===== src/rtl/psram_responder.sv =====
// Quad-SPI PSRAM target model: SPI/QPI command decode, quad read with dummy
// cycles and quad write into a 2^ADDR_BITS byte array, all sampled on clk.
module psram_responder #(
   parameter int ADDR_BITS = 8,
   parameter int WAIT_CLKS = 6
) (
   input  logic       clk,
   input  logic       rst_n,
   input  logic       mem_ce_n,
   input  logic       mem_clk,
   input  logic [3:0] sio_in,
   output logic [3:0] sio_out,
   output logic       sio_oe,
   output logic       qpi_mode,
   output logic       busy,
   output logic [2:0] dbg_state
);

   typedef enum logic [2:0] {IDLE, CMD, ADDR, WAIT, RDATA, WDATA, IGNORE} state_t;

   localparam logic [7:0] CMD_QPI_EN = 8'h35;
   localparam logic [7:0] CMD_QPI_EX = 8'hF5;
   localparam logic [7:0] CMD_READ   = 8'hEB;
   localparam logic [7:0] CMD_WRITE  = 8'h38;
   localparam int DEPTH = 1 << ADDR_BITS;
   localparam int CNT_W = $clog2(WAIT_CLKS + 9) + 1;

   state_t state, state_next;

   logic [1:0] ce_sync, mclk_sync;
   logic [3:0] sio_s1, sio_s2;
   logic       ce_q, mclk_q, armed;
   logic [CNT_W-1:0] cnt;
   logic [7:0] shreg, cmd, wbuf;
   logic [23:0] addr_sh;
   logic [ADDR_BITS-1:0] addr;
   logic       half;
   logic [7:0] mem [DEPTH];

   // Synchronisers clear to 0 so CE# must be seen high after reset before a
   // falling edge can start a transaction.
   always_ff @(posedge clk or negedge rst_n) begin
      if (!rst_n) begin
         ce_sync   <= '0;
         mclk_sync <= '0;
         sio_s1    <= '0;
         sio_s2    <= '0;
         ce_q      <= 1'b0;
         mclk_q    <= 1'b0;
         armed     <= 1'b0;
         busy      <= 1'b0;
      end else begin
         ce_sync   <= {ce_sync[0], mem_ce_n};
         mclk_sync <= {mclk_sync[0], mem_clk};
         sio_s1    <= sio_in;
         sio_s2    <= sio_s1;
         ce_q      <= ce_sync[1];
         mclk_q    <= mclk_sync[1];
         armed     <= armed | ce_sync[1];
         busy      <= ~ce_sync[1] & armed;
      end
   end

   logic ce_rise, ce_fall, rise, fall;
   logic [7:0] spi_byte, qpi_byte;
   logic [23:0] addr_next;
   logic [7:0] rd_byte;
   logic we;

   assign ce_rise   = ce_sync[1] & ~ce_q;
   assign ce_fall   = ~ce_sync[1] & ce_q;
   assign rise      = mclk_sync[1] & ~mclk_q;
   assign fall      = ~mclk_sync[1] & mclk_q;
   assign spi_byte  = {shreg[6:0], sio_s2[0]};
   assign qpi_byte  = {shreg[3:0], sio_s2};
   assign addr_next = {addr_sh[19:0], sio_s2};
   assign rd_byte   = mem[addr];
   assign we        = (state == WDATA) && rise && half && !ce_rise;
   assign dbg_state = state;

   always_ff @(posedge clk or negedge rst_n) begin
      if (!rst_n) state <= IDLE;
      else        state <= state_next;
   end

   // cnt holds the number of mem_clk rises already seen in this transaction.
   always_comb begin
      state_next = state;
      if (ce_rise) begin
         state_next = IDLE;
      end else begin
         case (state)
            IDLE: if (ce_fall) state_next = CMD;
            CMD: begin
               if (rise) begin
                  if (!qpi_mode) begin
                     if (cnt == CNT_W'(7)) state_next = IGNORE;
                  end else if (cnt == CNT_W'(1)) begin
                     if (qpi_byte == CMD_READ || qpi_byte == CMD_WRITE) state_next = ADDR;
                     else state_next = IGNORE;
                  end
               end
            end
            ADDR: begin
               if (rise && cnt == CNT_W'(7)) begin
                  if (cmd == CMD_READ) state_next = (WAIT_CLKS == 0) ? RDATA : WAIT;
                  else state_next = WDATA;
               end
            end
            WAIT: if (rise && cnt == CNT_W'(7 + WAIT_CLKS)) state_next = RDATA;
            default: ;
         endcase
      end
   end

   always_ff @(posedge clk or negedge rst_n) begin
      if (!rst_n) begin
         cnt      <= '0;
         shreg    <= '0;
         cmd      <= '0;
         wbuf     <= '0;
         addr_sh  <= '0;
         addr     <= '0;
         half     <= 1'b0;
         sio_out  <= '0;
         sio_oe   <= 1'b0;
         qpi_mode <= 1'b0;
      end else if (ce_rise) begin
         cnt    <= '0;
         half   <= 1'b0;
         sio_oe <= 1'b0;
      end else begin
         if (state == IDLE && ce_fall) begin
            cnt  <= '0;
            half <= 1'b0;
         end
         if (rise && (state == CMD || state == ADDR || state == WAIT))
            cnt <= cnt + CNT_W'(1);
         if (state == CMD && rise) begin
            if (!qpi_mode) begin
               shreg <= spi_byte;
               if (cnt == CNT_W'(7) && spi_byte == CMD_QPI_EN) qpi_mode <= 1'b1;
            end else begin
               shreg <= qpi_byte;
               if (cnt == CNT_W'(1)) begin
                  cmd <= qpi_byte;
                  if (qpi_byte == CMD_QPI_EX) qpi_mode <= 1'b0;
               end
            end
         end
         if (state == ADDR && rise) begin
            addr_sh <= addr_next;
            if (cnt == CNT_W'(7)) addr <= addr_next[ADDR_BITS-1:0];
         end
         if (state == RDATA && fall) begin
            sio_out <= half ? rd_byte[3:0] : rd_byte[7:4];
            half    <= ~half;
            if (half) addr <= addr + ADDR_BITS'(1);
         end
         if (state == WDATA && rise) begin
            if (!half) wbuf[3:0] <= sio_s2;
            else       addr <= addr + ADDR_BITS'(1);
            half <= ~half;
         end
         if (state_next != RDATA)          sio_oe <= 1'b0;
         else if (state == RDATA && fall)  sio_oe <= 1'b1;
      end
   end

   always_ff @(posedge clk) begin
      if (we) mem[addr] <= {wbuf[3:0], sio_s2};
   end

endmodule


===== config.mk =====
export PLATFORM = sky130hd
export DESIGN_NAME = psram_responder
export DESIGN_NICKNAME = d
export VERILOG_FILES = /design/src/rtl/psram_responder.sv
export SDC_FILE = /design/constraint.sdc
export NUM_CORES = 2
export LEC_CHECK = 0
export ABC_AREA = 1
export CORE_MARGIN = 3
export CORE_UTILIZATION = 50
export CTS_CLUSTER_SIZE = 40
export DETAILED_ROUTE_END_ITERATION = 7
export GPL_ROUTABILITY_DRIVEN = 0
export PLACE_DENSITY = 0.65
export SETUP_SLACK_MARGIN = 0.4
export SYNTH_ARGS = -nofsm -noshare
export SYNTH_HDL_FRONTEND = slang
export SYNTH_SLANG_ARGS = --single-unit

===== constraint.sdc =====
create_clock -name clk -period 5.5 [get_ports clk]
set_input_delay 0.55 -clock clk [delete_from_list [all_inputs] [get_ports clk]]
set_output_delay 0.55 -clock clk [all_outputs]
set_load 0.05 [all_outputs]

==> summary.md <==
| Metric | Value |
|---|---|
| Final-report max-slew violation count | `0` |
| Max Used Layer | `met5` |
| Cell Area, Synth | `88000 um2` |
| Synth top area share | `0.699` |
| Crit-path cells | `inv_1, nor2_1, inv_1, nor3_1, buf_4, nand2_1, nor2_1, inv_1, nor2_1, nand2_1, nor2_1` |
| Area of the core | `approximately 170000 um2` |
| WP data required | `5.94 ns` |
| Post-synth cell types | `33` |
| Max-cap violations | `0` |
| Routed wl met2 | `108000 um` |
| YS warnings | `0` |
| Clock transition at path regs | `0.06 ns` |
| CTS tree | `yes` |
| CP Buf/Inv Count | `4` |
| RSZ-0062 raised after global routing | `no` |
| M1 wire length | `about 98000 um` |
| DRT Pass-1 Iters | `8` |
| CP Capture Type | `flip-flop` |
| Relative slew margins | `0.156` |
| Area growth from synthesis to layout | `10.8%` |
| Post-route ant nets | `0` |
| Main area contributors after synthesis | `edfxtp_1 (70%), nand2_1 (10%), nor2_1 (7.1%)` |
| Pwr Density | `334 nW/um2` |
| DR vias | `58600` |
| Worst slew pin tran | `1.26 ns` |
| Final worst-path cycle share | `0.736` |
| Clock latency on the worst-skew pair | `0.86 ns` |
| Compound-gate portion of the synthesized area | `0.0558` |
| Final hold vios | `0` |
| GR Overflow Total | `0` |
| Most frequent CP cell | `nor2_1` |
| Avg WL per Cell | `22.2 um` |
| HP Class | `in -> reg` |
| Post-synth top area cell | `edfxtp_1` |
| Via/cell ratio | `5.52` |
| # H-tree levels | `4` |
| Fraction of layout cells with a size suffix above 1 | `0.0562` |
| Routed met3 length | `21700 um` |
| Crit Path Max Fanout | `16` |
| Outcome | `finished clean` |
| R2R setup slack | `roughly 1.5 ns` |
| Root buf cell | `clkbuf_16` |
| Die W | `426 um` |
| TritonCTS Buffers | `208` |
| Initial antenna violation count | `8` |
| Setup TNS | `0 ns` |
| Syn Nets | `8193` |
| IO buf count | `17` |
| FMAX | `247 MHz` |
| Final min period | `4.05 ns` |
| Syn Area/Cell | `10.8 um2` |
| Starting Density | `0.505` |
| Post-synthesis adder-cell area fraction | `0.000853` |
| Cell family with most CP delay | `simple AND/OR/NAND/NOR gates` |
| Lkg Pwr | `38.4 nW` |
| Nets@finish | `8108` |
| Final wirelength | `between 200000 and 250000 um` |
| CTS max path bufs | `3` |
| Clock sinks | `2110` |
| Die Y | `426 um` |
| Post-synthesis simple-gate area fraction | `0.183` |
| Post_cts resized | `0` |
| Cells after synthesis | `~8000` |
| Die Area | `181000 um2` |
| Drt drc | `0` |
| GRT Util Overall | `0.258` |
| Combinational family with the most area after synthesis | `simple AND/OR/NAND/NOR gates` |
| FF+latch count, synth | `between 2000 and 2500` |
| Largest net degree at the start of global routing | `182` |
| First-pass GRT wire length | `353000 um` |
| Rows | `153` |
| CP Class | `reg -> reg` |
| Fin Clk Skew | `0.0500 ns` |
| Io pins | `18` |
| 1st-iter DRT viols | `7221` |
| Sequential area share after synthesis | `0.717` |
| Detail Placement HPWL | `130000 um` |
| Peak VDD IR | `0.383 mV` |
| Final core utilization | `0.559` |
| Multiplexer area fraction after synthesis | `0.000114` |
| Crit start category | `flip-flop` |
| Critical path's largest stage delay | `0.81 ns` |
| CP arrival | `roughly 4.5 ns` |
| Xor/xnor share of the synthesized area | `0.000498` |
| CP max stage cell | `nor2_1` |
| Vias in the first global route | `55700` |
| Setup violators final | `0` |
-- final cells by class --
class,instances,area [um2]
fillers,14500,76900
flip-flops and latches,2110,63100
multi-input cells,5205,21200
clock buffers,255,5430
well taps,2325,2910
clock inverters,134,1610
inverters,416,1590
repair buffers,153,1580
diodes,8,20.0
-- stage by stage --
step	cells	area [um2]	worst slack [ns]	power (W)	hold slack, ns
detailed placement	10200	90400	1.53	0.0183	0.339
finish	10600	97500	1.45	0.0326	0.129
CTS	10600	97400	1.43	0.0327	0.0758
global placement	10200	90400	1.66	0.0183	0.336
global route	10600	97400	1.33	0.0334	0.0984
floorplan	8179	88000	0.756	0.0181	0.254
-- sequential cells by signal (all words and copies together), names as in the netlist, 3 cells and up --
register	flops
addr	8
addr_sh	4
cmd	8
cnt	5
dbg_state	3
mem	2048
shreg	7
sio_out	4
sio_s1	4
sio_s2	4
wbuf	4
-- synthesized netlist by cell type --
cell and n:
buf_2 185, inv_2 2, o221ai_1 2, nor4_1 2, mux2i_1 1, o21ai_1 215
a21oi_1 23, o2111a_1 1, nand3b_1 1, nor3_1 13, o22ai_1 17, a22oi_1 2
buf_6 30, nand2_1 2349, clkbuf_1 164, ha_1 6, nand3_1 175, o31ai_1 1
o21ai_0 692, edfxtp_1 2048, nor2_1 1673, a31oi_1 4, inv_1 413, xor2_1 4
xnor2_1 1, o32ai_1 2, buf_1 53, dfrtp_1 62, a32oi_1 1, nand4_1 14
buf_4 16, clkinv_2 1, o211ai_1 6
-- worst register-to-register path, cell delays in order, from the launching register on --
cell	delay, ns
dfrtp_1	0.43
inv_1	0.13
nor2_1	0.12
inv_1	0.07
nor3_1	0.23
buf_4	0.20
nand2_1	0.05
nor2_1	0.14
inv_1	0.18
nor2_1	0.53
nand2_1	0.73
nor2_1	0.81
-- power breakdown --
group          switching [W]  internal [W]  total (W)
registers          0.0000596        0.0175     0.0176
clock network        0.00620       0.00838     0.0146
logic               0.000333     0.0000730   0.000406
total                0.00659        0.0260     0.0326
-- cells in the final DEF (no fill, tap or decap), types with 37 or more instances in the layout --
cell,synthesis,layout
nand2_1,2349,2334
edfxtp_1,2048,2048
nor2_1,1673,1670
o21ai_0,692,692
inv_1,413,413
o21ai_1,215,215
clkbuf_16,0,209
nand3_1,175,175
buf_4,16,104
dfrtp_1,62,52
clkinv_1,0,48
clkbuf_1,164,43
clkinv_2,1,37
-- routing by layer --
layer,GRT usage,vias up
met1,0.367,28400
met2,0.400,2638
met5,0,-
met4,0.0851,2
li1,-,27100
met3,0.0512,411
-- kinds of logic after synthesis --
kind of cell    Yosys count
compound gates          966
mux                       1
simple gates           4227
xor+xnor                  5
flops                  2110
buf+inv                 864
fa+ha+maj                 6
-- repair_timing --
action | in CTS | in global routing
endpoints found under the hold margin | 62 | 0
hold buffers | 1 | 0
setup buffers | 0 | 0
-- worst paths after layout --
path | start | to | depth (start not counted)
worst max-delay path | dbg_state[2] | mem[7][6] | 11
worst min-delay path | mem_clk | mclk_sync[0] | 1
max in group asynchronous | rst_n | addr[0] | 3
worst min register to register | sio_s1[2] | sio_s2[2] | 0
worst max register to register | dbg_state[2] | mem[7][6] | 11
min in group asynchronous | rst_n | cmd[4] | 3
Power figures use the tool's default switching activity.
